## config.mk

```make
export PLATFORM = sky130hd
export DESIGN_NAME = rand_mem_responder
export DESIGN_NICKNAME = d
export VERILOG_FILES = /design/src/rtl/rand_mem_pkg.sv /design/src/rtl/rv32i_types.sv /design/src/rtl/rand_instr_gen.sv /design/src/rtl/rand_mem_responder.sv
export SDC_FILE = /design/constraint.sdc
export NUM_CORES = 1
export LEC_CHECK = 0
export BUFFER_PORTS_ARGS = -buffer_cell sky130_fd_sc_hd__clkbuf_2
export CAP_MARGIN = 10
export CORE_AREA = 2 2 149 151
export CTS_BUF_LIST = sky130_fd_sc_hd__clkbuf_8
export CTS_CLUSTER_SIZE = 28
export DETAILED_ROUTE_END_ITERATION = 16
export DIE_AREA = 0 0 151 153
export GPL_TIMING_DRIVEN = 0
export PLACE_DENSITY = 0.57
export SETUP_SLACK_MARGIN = 0.2
export SLEW_MARGIN = 5
export SYNTH_ARGS = -nofsm -noshare
export SYNTH_HDL_FRONTEND = slang
export SYNTH_SLANG_ARGS = --single-unit
```

## constraint.sdc

```tcl
create_clock -name clk -period 2.6 [get_ports clk]
set_clock_uncertainty 0.15 [all_clocks]
set_input_delay 0.65 -clock clk [delete_from_list [all_inputs] [get_ports clk]]
set_output_delay 0.65 -clock clk [all_outputs]
set_load 0.02 [all_outputs]
```

## src/rtl/rand_mem_pkg.sv

```systemverilog
// Shared types and constants for the random memory responder.
package rand_mem_pkg;

  typedef enum logic [1:0] {
    PH_WAIT = 2'd0,
    PH_INIT = 2'd1,
    PH_RUN  = 2'd2,
    PH_DONE = 2'd3
  } phase_t;

  localparam logic [31:0] LFSR_POLY = 32'h8020_0003;
  localparam logic [31:0] NOP       = 32'h0000_0013;
  localparam logic [6:0]  F7_ALT    = 7'b0100000;

  // Indexed by a raw 3-bit draw; entries wrap so every index is legal.
  localparam logic [2:0] LOAD_F3 [0:7] = '{
    3'b000, 3'b001, 3'b010, 3'b100,
    3'b101, 3'b000, 3'b001, 3'b010
  };
  localparam logic [2:0] STORE_F3 [0:7] = '{
    3'b000, 3'b001, 3'b010, 3'b000,
    3'b001, 3'b010, 3'b000, 3'b001
  };
  localparam logic [2:0] BR_F3 [0:7] = '{
    3'b000, 3'b001, 3'b100, 3'b101,
    3'b110, 3'b111, 3'b000, 3'b001
  };

  function automatic logic [31:0] lfsr_step(input logic [31:0] s);
    return s[0] ? ((s >> 1) ^ LFSR_POLY) : (s >> 1);
  endfunction

endpackage

```

## src/rtl/rv32i_types.sv

```systemverilog
// RV32I base opcodes shared by the pipeline and its bench models.
package rv32i_types;

  typedef enum logic [6:0] {
    op_lui   = 7'b0110111,
    op_auipc = 7'b0010111,
    op_jal   = 7'b1101111,
    op_jalr  = 7'b1100111,
    op_br    = 7'b1100011,
    op_load  = 7'b0000011,
    op_store = 7'b0100011,
    op_imm   = 7'b0010011,
    op_reg   = 7'b0110011
  } rv32i_opcode;

endpackage

```

## src/rtl/rand_instr_gen.sv

```systemverilog
// Maps an LFSR word, phase and init index to one RV32I instruction.
module rand_instr_gen
  import rv32i_types::*;
  import rand_mem_pkg::*;
(
  input  logic [31:0] i_lfsr,
  input  phase_t      i_phase,
  input  logic [4:0]  i_k,
  output logic [31:0] o_instr
);

  logic [2:0]  w_f3;
  logic [6:0]  w_f7;
  logic [4:0]  w_rd;
  logic [4:0]  w_rs1;
  logic [4:0]  w_rs2;
  logic [31:0] w_imm_op;
  logic [31:0] w_run;

  always_comb begin
    w_f3  = i_lfsr[6:4];
    w_rd  = i_lfsr[11:7];
    w_rs1 = i_lfsr[19:15];
    w_rs2 = i_lfsr[24:20];
    w_f7  = 7'd0;
    if (i_lfsr[31] && (w_f3 == 3'b000 || w_f3 == 3'b101))
      w_f7 = F7_ALT;
    unique case (w_f3)
      3'b001:
        w_imm_op = {7'd0, w_rs2, w_rs1, w_f3, w_rd, op_imm};
      3'b101:
        w_imm_op = {w_f7, w_rs2, w_rs1, w_f3, w_rd, op_imm};
      default:
        w_imm_op = {i_lfsr[31:20], w_rs1, w_f3, w_rd, op_imm};
    endcase
  end

  always_comb begin
    w_run = w_imm_op;
    unique case (i_lfsr[3:0])
      4'd0: w_run = {i_lfsr[31:12], w_rd, op_lui};
      4'd1: w_run = {i_lfsr[31:12], w_rd, op_auipc};
      4'd2: w_run = {w_f7, w_rs2, w_rs1, w_f3, w_rd, op_reg};
      4'd4: w_run = {i_lfsr[31:20], w_rs1,
                     LOAD_F3[w_f3], w_rd, op_load};
      4'd5: w_run = {i_lfsr[31:25], w_rs2, w_rs1,
                     STORE_F3[w_f3], w_rd, op_store};
      4'd6: w_run = {i_lfsr[31:25], w_rs2, w_rs1,
                     BR_F3[w_f3], w_rd, op_br};
      4'd7: w_run = {i_lfsr[31:12], w_rd, op_jal};
      4'd8: w_run = {i_lfsr[31:20], w_rs1,
                     3'b000, w_rd, op_jalr};
      default: w_run = w_imm_op;
    endcase
  end

  always_comb begin
    unique case (i_phase)
      PH_INIT: o_instr = {i_lfsr[31:12], i_k, op_lui};
      PH_RUN:  o_instr = w_run;
      default: o_instr = NOP;
    endcase
  end

endmodule

```

## src/rtl/rand_mem_responder.sv

```systemverilog
// Random-stimulus memory responder: per-port latency/stall handshakes
// and a WAIT/INIT/RUN/DONE instruction-stream sequencer.
module rand_mem_responder
  import rand_mem_pkg::*;
#(
  parameter int unsigned NUM_PORTS  = 2,
  parameter int unsigned LATENCY    = 1,
  parameter bit          RAND_STALL = 1'b0,
  parameter int unsigned NUM_INSTRS = 60000,
  parameter logic [31:0] SEED       = 32'hACE1_2468
) (
  input  logic        clk,
  input  logic        rst,
  input  logic [31:0] addr  [NUM_PORTS],
  input  logic [3:0]  rmask [NUM_PORTS],
  input  logic [3:0]  wmask [NUM_PORTS],
  input  logic [31:0] wdata [NUM_PORTS],
  output logic [31:0] rdata [NUM_PORTS],
  output logic        resp  [NUM_PORTS],
  output logic [1:0]  phase,
  output logic        done
);

  localparam logic [4:0]  LAT      = 5'(LATENCY);
  localparam logic [16:0] RUN_LAST = 17'(NUM_INSTRS - 1);

  phase_t      r_phase;
  logic        r_wcnt;
  logic [4:0]  r_k;
  logic [16:0] r_run;
  logic        r_done;
  logic        w_go;
  logic [31:0] w_lfsr0;
  logic [31:0] w_instr;
  logic        w_p0_rd_done;

  // Countdowns are frozen in WAIT so early requests are held.
  assign w_go  = (r_phase != PH_WAIT);
  assign phase = r_phase;
  assign done  = r_done;

  rand_instr_gen u_gen (
    .i_lfsr  (w_lfsr0),
    .i_phase (r_phase),
    .i_k     (r_k),
    .o_instr (w_instr)
  );

  for (genvar p = 0; p < NUM_PORTS; p++) begin : g_port
    logic        r_busy;
    logic [4:0]  r_cnt;
    logic [31:0] r_lfsr;
    logic [31:0] r_rdata;
    logic        r_resp;
    logic        r_is_rd;
    logic        w_req;
    logic [31:0] w_s1;
    logic [31:0] w_next;
    logic [1:0]  w_stall;
    logic [31:0] w_word;
    logic        w_unused;

    assign w_unused = ^{addr[p], wdata[p]};
    assign w_req    = |{rmask[p], wmask[p]};
    assign w_s1     = lfsr_step(r_lfsr);
    assign w_stall  = RAND_STALL ? w_s1[1:0] : 2'd0;
    assign w_next   = RAND_STALL ? lfsr_step(w_s1) : w_s1;
    assign w_word   = (p == 0 && r_is_rd) ? w_instr : r_lfsr;
    assign rdata[p] = r_rdata;
    assign resp[p]  = r_resp;

    always_ff @(posedge clk or negedge rst) begin
      if (!rst) begin
        r_busy  <= 1'b0;
        r_cnt   <= 5'd0;
        r_lfsr  <= SEED ^ 32'(p);
        r_rdata <= 32'd0;
        r_resp  <= 1'b0;
        r_is_rd <= 1'b0;
      end else begin
        r_resp <= 1'b0;
        if (!r_busy) begin
          if (w_req) begin
            r_busy  <= 1'b1;
            r_cnt   <= LAT + {3'd0, w_stall};
            r_lfsr  <= w_next;
            r_is_rd <= |rmask[p];
          end
        end else if (w_go) begin
          r_cnt <= r_cnt - 5'd1;
          if (r_cnt == 5'd1) begin
            r_busy  <= 1'b0;
            r_resp  <= 1'b1;
            r_rdata <= w_word;
          end
        end
      end
    end

    if (p == 0) begin : g_p0
      assign w_lfsr0      = r_lfsr;
      assign w_p0_rd_done = r_resp && r_is_rd;
    end
  end

  // Counting off the registered pulse puts each phase change one
  // cycle after the response that triggered it.
  always_ff @(posedge clk or negedge rst) begin
    if (!rst) begin
      r_phase <= PH_WAIT;
      r_wcnt  <= 1'b0;
      r_k     <= 5'd0;
      r_run   <= 17'd0;
      r_done  <= 1'b0;
    end else begin
      unique case (r_phase)
        PH_WAIT: begin
          if (r_wcnt) r_phase <= PH_INIT;
          else        r_wcnt  <= 1'b1;
        end
        PH_INIT: begin
          if (w_p0_rd_done) begin
            r_k <= r_k + 5'd1;
            if (r_k == 5'd31) r_phase <= PH_RUN;
          end
        end
        PH_RUN: begin
          if (w_p0_rd_done) begin
            if (r_run != '1) r_run <= r_run + 17'd1;
            if (r_run == RUN_LAST) begin
              r_phase <= PH_DONE;
              r_done  <= 1'b1;
            end
          end
        end
        PH_DONE: r_done <= 1'b1;
      endcase
    end
  end

endmodule

```

# Word level (Yosys, flattened, before mapping)
# Memory sizes are Yosys's and may differ from the RTL's.
# Index checks and enable logic that the tools add are counted.
# Widths: inputs -> output; s select.
# totals
output_inout_bits	69
register_bits	169
memories	3
rom_bits	72
# memory_table
name	depth	width	read_ports	rd_ports_with_merged_regs	write_ports	line	rtl
(name not given)	8	3	1	0	0	rand_instr_gen.sv:49	BR_F3[w_f3], w_rd, op_br};
(name not given)	8	3	1	0	0	rand_instr_gen.sv:45	LOAD_F3[w_f3], w_rd, op_load};
(name not given)	8	3	1	0	0	rand_instr_gen.sv:47	STORE_F3[w_f3], w_rd, op_store};
# classes
mux	42
bitwise_logic	5
addsub	4
n_lt_le_gt_ge	1
eq_ne	24
reduce_logical	24
# ops
operator	count
$pmux 32 s8	1
$pmux 32 s2	2
$mux 32	3
$mux 5	6
$mux 3	6
$add 17x1->17 const B	1
$eq 17x16->1 const B	1
$ne 17x17->1 const B	1
$eq 4x3->1 const B	4
$mux 1	16
$reduce_or 8->1	2
$ne 2x2->1 const B	7
$not 3->4	3
$reduce_and 3->1	4
$eq 5x1->1 const B	2
$mux 2	5
$reduce_and 2->1	5
$sub 5x1->5 const B	2
$reduce_bool 2->1	4
$mux 6	1
$pmux 2 s3	1
$reduce_and 6->1	1
$add 5x1->5 const B	1
$eq 5x5->1 const B	1
other kinds (17)	20

# Depth between registers and ports, before layout
# Gate-level depths: netlist of the first run.
# logic_depth
depth_word	8
ltp_mapped	10
mapped_depth_nobuf	10

# Hierarchy
# Synthesis of the first run repeated with hierarchy kept, for this count alone.
# hier_totals
cells_unflattened	649
hier_area_um2	7813.7
# modules_own_cells
module	seq_area_each_um2	instances	cells_per_inst	area_per_inst_um2
rand_mem_responder	4262.8	1	541	7080.5
rand_instr_gen	0.0	1	108	733.2

# Worst setup path after synthesis of the first run
# Ideal clock, no wire load.
# synth_timing
path_type	register to register
from	reg r_run[5]
to	reg r_run[15]
path_stages_with_launch	11
setup_time_ns	0.079
setup_slack_ns	0.263
n_path_buf	0
required_time_ns	2.371
t_arrival_ns	2.107
cell_sequence	dfrtp_1 -> and4_1 -> and3_4 -> inv_2 -> nor3_1 -> ha_1 -> nand4b_2 -> nor3_2 -> nand2_1 -> nor3_1 -> xor2_1
# synth_via
elab_chain_len	2
elab_cells_between_ends	3
# synth_rtl
element	line	rtl
start: declaration	rand_mem_responder.sv:30	logic [16:0] r_run;
start signal: assignment	rand_mem_responder.sv:129	if (r_run != '1) r_run <= r_run + 17'd1;
parallel branches: the longest is 2 deep, another holds $add 17x1->17	--	
# Several ways; the timed one is not identified.
# A chain may end at the register's enable or synchronous reset.

# Worst setup path after layout of the first run
# layout_timing
from	reg r_run[0]
to	reg r_run[7]
# Same word-level chain as after synthesis.

==> results of run 1 <==
==> worst max-delay path, stage by stage (launching register included) <==
cell	delay, ps
dfrtp_1	400
ha_2	210
nand4_1	130
or2_2	330
nor3_2	170
ha_1	180
nand4b_4	160
nor3_4	50
buf_4	150
nand3_1	90
xnor2_1	120
==> final cells by class <==
class	instances	area share [%]
tap	280	3.99
buffer	30	1.63
clock buffer	18	2.82
sequential	169	48.6
inverter	21	0.898
clock inverter	14	1.67
timing repair buffer	92	6.12
multi-input combinational	454	34.3
==> cell usage in the layout, fill, tap and decap left out, types with 4 or more instances in the layout <==
| cell type | n |
|---|---|
| nand3_1 | 16 |
| inv_6 | 4 |
| dfstp_2 | 27 |
| nand2_1 | 145 |
| and3_1 | 5 |
| dfrtp_2 | 4 |
| nor3_1 | 5 |
| a22o_1 | 11 |
| xnor2_1 | 19 |
| clkbuf_2 | 87 |
| clkbuf_8 | 19 |
| nand4_1 | 5 |
| mux2_2 | 61 |
| buf_4 | 5 |
| ha_1 | 21 |
| nor2_1 | 34 |
| inv_1 | 21 |
| buf_2 | 10 |
| xor2_1 | 9 |
| dfrtp_1 | 138 |
| nor4_1 | 5 |
| a221oi_1 | 9 |
| a21oi_1 | 28 |
| o21ai_0 | 24 |
| clkbuf_1 | 14 |
| nand2b_1 | 5 |
| o22ai_1 | 4 |
| a31oi_1 | 6 |
==> per-stage QoR <==
stage | std cells | power (uW) | worst slack [ps]
finish | 1078 | 8230 | 364
global route | 1078 | 8840 | 218
CTS | 1075 | 8320 | 237
detailed placement | 1042 | 6390 | -68.9
global placement | 1040 | 6340 | -2460
floorplan | 674 | 5500 | 263
==> worst paths after layout <==
kind | end
setup / recovery | r_run[7]
hold / removal | g_port[1].r_rdata[6]
setup reg to reg | r_run[7]
hold reg to reg | done
max in group asynchronous | g_port[0].r_lfsr[5]
min in group clk | done
==> power groups by stage <==
stage                     Clock [uW]  Sequential [uW]  Combinational [uW]
after floorplan                    0             3910                1580
final                           1880             3690                2660
after global placement             0             3730                2610
after global routing            2060             3780                3010
after detailed placement           0             3740                2650
after CTS                       1950             3690                2670
==> cell families (layout without fill, tap and decap cells) <==
family	count (synthesis)	count (layout)	synth area share (%)
multiplexers	62	62	9.37
AND/OR/NAND/NOR	240	240	14.4
buffers and inverters	51	175	2.86
XOR/XNOR	29	29	3.52
adder cells (fa/ha/maj)	22	22	3.70
flip-flops	169	169	57.3
AO/OA/AOI/OAI	101	101	8.81
==> registers in the layout (all words and copies together) (netlist names) <==
signal and count:
g_port.r_lfsr 64, g_port.r_rdata 64, r_run 17, g_port.r_cnt 10, r_k 5, g_port.r_busy 2
g_port.r_resp 2, phase 2, done 1, g_port.r_is_rd 1, r_wcnt 1
==> layer usage <==
layer  vias up  GRT usage [%]  part of all wire [%]
li1       2521              -                     -
met1      2561           19.0                    46
met2       125           22.4                    47
met3        14           4.24                   5.8
met4         0           4.67                   1.4
met5         -              0                     0
==> repair_timing <==
item / 4_1_cts / 5_1_grt
setup endpoints to repair: 16 / 63
buffers inserted: 1 / 3
resized for setup: 4 / 19
pin swaps: 1 / 3
==> flow_summary.json, run 1 <==
{
  "dr.pass1.iters": 5,
  "wl_um": 15600,
  "synth_edf_count": 0,
  "detail_route.vias_per_cell": 4.84,
  "cts_hold_buf": 0,
  "switching_share_pct": 37.0,
  "powerDensity_mw_per_mm2": 937,
  "outcome": "completed",
  "clockPowerShare_pct": 22.8,
  "core_mm2": 0.0215,
  "placedInstanceArea_mm2": 0.00828,
  "areaGrowthSynthToFinish_pct": 18.0,
  "synthTopCellsByCount": "nand2_1 (145), dfrtp_1 (142), mux2_2 (61)",
  "grt_use_total_pct": 14.3,
  "yosysMostFrequentCell": "nand2_1",
  "cts_buffers": 17,
  "ctsLongestPathBuffers": 2,
  "syn_nets": 842,
  "final_area_mm2": 0.00878,
  "clock_sinks": 169,
  "nNetsFinal": 953,
  "regToRegStartpoint": "r_run[0]",
  "worst_pin_slew_ps": 630,
  "ant_nets": 0,
  "critPathArrivalTime_ps": 2450,
  "start_util_pct": 34.6,
  "ff2ff_setup_slack_ps": 360,
  "setup_tns_ps": 0,
  "p_leak_uw": 0.00425,
  "rows": 54,
  "critPathLaunch": "r_run[0]",
  "die_y_um": 153,
  "synth.avg_cell_area_um2": 11.0,
  "io_buffers": 86,
  "drc": 0,
  "fill_cells": 2139,
  "drv_cap": 0,
  "die_width_um": 151,
  "drv_slew": 0,
  "gp_congestion": 0.906,
  "comb_power_share_pct": 32.3,
  "grt_max_degree": 106,
  "setup_violations": 0,
  "drive_gt1_share_pct": 31.0,
  "drt_iter0_markers": 292,
  "seq_area_mm2": 0.00427,
  "ys_seq_area_share_pct": 57.3,
  "seqPwrFrac_pct": 44.8,
  "crit_path_start_kind": "flop",
  "vias": 5221,
  "synth_area_mm2": 0.00744,
  "gr-total-overflow": 0,
  "yosys.area.top_type": "dfrtp_1",
  "path_max_fanout": 4,
  "cts_max_level": 4,
  "reg2reg_depth": 10,
  "fin_crit_sh_pct": 86.0,
  "async_reset_ff_share_pct": 100,
  "cts-root-buf": "clkbuf_8",
  "relSlewSlack_pct": 58.0,
  "die_area_mm2": 0.0231,
  "clk-insertion-delay-late_ps": 460,
  "ys_warn_count": 0,
  "yosys_most_used_dff": "dfrtp_1",
  "final_util_pct": 40.9,
  "ys_ff_latch": 169,
  "synthCells": 674,
  "switching_power_uw": 3040,
  "clkSlewWorstSetupHoldPaths_ps": 90,
  "end_kind": "flop",
  "synth_top_cell_area_share_pct": 47.8,
  "ys_top_cells_by_area": "dfrtp_1 (48%), dfstp_2 (9.5%), mux2_2 (9.2%), nand2_1 (7.3%), ha_1 (3.7%)",
  "rsz0062_at_grt": "false",
  "timing.critical_path.required_ps": 2820,
  "grt_pass1_vias": 5165,
  "p_int_uw": 5180,
  "io_pins": 215,
  "period_needed_ps": 2240,
  "antenna_cells": 0,
  "multi_input_area_mm2": 0.00301,
  "hold-worst-slack_ps": 111,
  "vdd_drop_max_mv": 0.547,
  "fmax_ghz": 0.447,
  "antenna_found_initial": 0,
  "wl_per_cell_um": 14.4,
  "synth.distinct_cells": 56,
  "grt_pass1_wl_um": 26400,
  "hp-class": "in -> async",
  "detailed_place_hpwl_um": 10900,
  "cts_tree": "built",
  "hold_viol": 0,
  "criticalPathCategory": "reg -> reg"
}
(Power assumes the default switching activity.)
==> inputs of run 2 (changes only) <==
--- a/config.mk
+++ b/config.mk
@@ -7,13 +7,15 @@
 export LEC_CHECK = 0
 export BUFFER_PORTS_ARGS = -buffer_cell sky130_fd_sc_hd__clkbuf_2
 export CAP_MARGIN = 10
+export CELL_PAD_IN_SITES_DETAIL_PLACEMENT = 1
+export CELL_PAD_IN_SITES_GLOBAL_PLACEMENT = 1
 export CORE_AREA = 2 2 149 151
 export CTS_BUF_LIST = sky130_fd_sc_hd__clkbuf_8
 export CTS_CLUSTER_SIZE = 28
 export DETAILED_ROUTE_END_ITERATION = 16
 export DIE_AREA = 0 0 151 153
 export GPL_TIMING_DRIVEN = 0
-export PLACE_DENSITY = 0.57
+export PLACE_DENSITY = 0.71
 export SETUP_SLACK_MARGIN = 0.2
 export SLEW_MARGIN = 5
 export SYNTH_ARGS = -nofsm -noshare
==> run 2 against run 1 <==
Clock-buffer cell count down 1. Sequential power hardly changed. Fmax decreased by 2.0%. Cell count is 0.46% higher. Die area did not move. Critical path type unchanged. Register-to-register slack got worse by 50 ps. Combinational power increased by 2%. Highest routed layer unchanged. First-iteration DRC count down 37%. Setup slack worse by 46 ps.
==> flow_summary.json, run 2 (same netlist as run 1, synthesis figures left out) <==
{
  "outcome": "completed",
  "io_pins": 215,
  "gp_congestion": 0.889,
  "slowest_stage": "dfrtp_1",
  "crit_chain": "ha_2 -> nand4_1 -> or2_4 -> nor3_2 -> ha_2 -> nand4b_4 -> nor3_4 -> buf_6 -> buf_4 -> xor2_1",
  "setup_ws_ps": 317,
  "die_width_um": 151,
  "grt_use_total_pct": 15.5,
  "cts-root-buf": "clkbuf_8",
  "hp-class": "reg -> reg",
  "place_inst": 1041,
  "comb_power_share_pct": 32.6,
  "relSlewSlack_pct": 57.2,
  "fmax_ghz": 0.438,
  "rows": 54,
  "wl_um": 17200,
  "die_area_mm2": 0.0231,
  "critPathArrivalTime_ps": 2490,
  "final_cell_mix": "nand2_1 (145), dfrtp_1 (139), clkbuf_2 (89)",
  "clock_sinks": 169,
  "io_buffers": 86,
  "dp_slack_ps": -51.2,
  "crit_top_cell": "ha_2",
  "final_util_pct": 41.1,
  "grt_max_degree": 108,
  "worst_pin_slew_ps": 641,
  "fin_crit_sh_pct": 87.8,
  "detail_route.vias_per_cell": 4.97,
  "wl_per_cell_um": 15.8,
  "rsz0062_at_grt": "true",
  "grt_pass1_vias": 5518,
  "drc": 0,
  "cts_max_level": 4,
  "drv_slew": 0,
  "max_stage_delay_ps": 400,
  "setup_tns_ps": 0,
  "core_mm2": 0.0215,
  "drive_gt1_share_pct": 32.0,
  "powerDensity_mw_per_mm2": 946,
  "clk-insertion-delay-late_ps": 480,
  "switching_power_uw": 3310,
  "drt_iter0_markers": 183,
  "seqPwrFrac_pct": 44.2,
  "criticalPathCategory": "reg -> reg",
  "crit_path_start_kind": "flop",
  "ctsLongestPathBuffers": 2,
  "final_common_cell": "nand2_1",
  "clkSlewWorstSetupHoldPaths_ps": 100,
  "grt_pass1_wl_um": 28400,
  "clockPowerShare_pct": 23.2,
  "path_max_fanout": 7,
  "areaGrowthSynthToFinish_pct": 18.7,
  "detailed_place_hpwl_um": 12200,
  "dr.pass1.iters": 4,
  "gr-total-overflow": 0,
  "vias": 5387,
  "nNetsFinal": 958,
  "timing.critical_path.required_ps": 2810,
  "antenna_found_initial": 0,
  "cts_tree": "built",
  "die_y_um": 153,
  "cts_buffers": 17,
  "period_needed_ps": 2280,
  "ant_nets": 0,
  "power_uw": 8360,
  "p_leak_uw": 0.00428,
  "start_util_pct": 34.6,
  "biggestRegsByFlops": "g_port.r_lfsr x64, g_port.r_rdata x64, r_run x17",
  "antenna_cells": 0,
  "finalNonFillerCells": 1083,
  "vdd_drop_max_mv": 0.468,
  "drv_cap": 0,
  "p_int_uw": 5050,
  "hold_viol": 0,
  "switching_share_pct": 39.6,
  "setup_violations": 0,
  "end_kind": "flop"
}
## run 2: cell count changes in the layout (fill, tap and decap cells not counted), moves of 3 or more
| cell | change |
|---|---|
| clkinvlp_4 | -3 |
| clkinv_8 | +3 |
| buf_4 | +6 |
| inv_8 | +5 |
## run 2: path summary, 6_finish.rpt
check,depth (start not counted),endpoint,slack (ps),start
worst min-delay path,1,done,330,done
worst max-delay path,10,r_run[5],320,r_run[0]
worst min register to register,1,done,330,done
min in group asynchronous,2,g_port[1].r_rdata[3],570,rst
worst max register to register,10,r_run[5],320,r_run[0]
max in group asynchronous,3,phase[0],830,rst
## run 2: repair_timing
action,4_1_cts,5_1_grt
endpoints found under the setup margin,24,65
gates resized for setup,6,21
hold buffers,1,0
setup buffers,2,7
pin swaps,1,5
endpoints found under the hold margin,17,0
## run 2: layer usage
metal	share of wire (%)	vias to the layer above	track usage, %	wire, um
met5	0	-	0	0
met4	1.4	0	5.03	243
met3	3.4	19	3.04	585
met2	49	89	25.5	8480
met1	46	2730	20.4	7850
li1	-	2549	-	-
## run 2: critical path: cells and delay by family (launching register included)
kind | cells | cell delay (ps)
flip-flops | 1 | 400
buffers and inverters | 2 | 240
adder cells (fa/ha/maj) | 2 | 410
AND/OR/NAND/NOR | 5 | 840
XOR/XNOR | 1 | 130
## run 2: metrics by stage
step | cell area, um^2 | hold WS (ps)
2_1_floorplan | 7440 | 204
3_3_place_gp | 8220 | 301
3_5_place_dp | 8260 | 300
4_1_cts | 8730 | 329
5_1_grt | 8830 | 347
6_report | 8830 | 330
## run 2: power by group through the flow
stage / clock, uW / combinational [uW] / sequential (uW)
2_1_floorplan: 0 / 1580 / 3910
3_3_place_gp: 0 / 2610 / 3730
3_5_place_dp: 0 / 2700 / 3750
4_1_cts: 2020 / 2740 / 3710
5_1_grt: 2110 / 3040 / 3790
6_report: 1940 / 2720 / 3700
## run 2: area by class of cell
cell class / count / area, um^2
timing repair buffer: 97 / 548
clock buffer: 17 / 234
clock inverter: 15 / 184
sequential: 169 / 4270
tap: 280 / 350
fill: 2425 / 12700
multi-input combinational: 454 / 3030
inverter: 21 / 78.8
buffer: 30 / 143
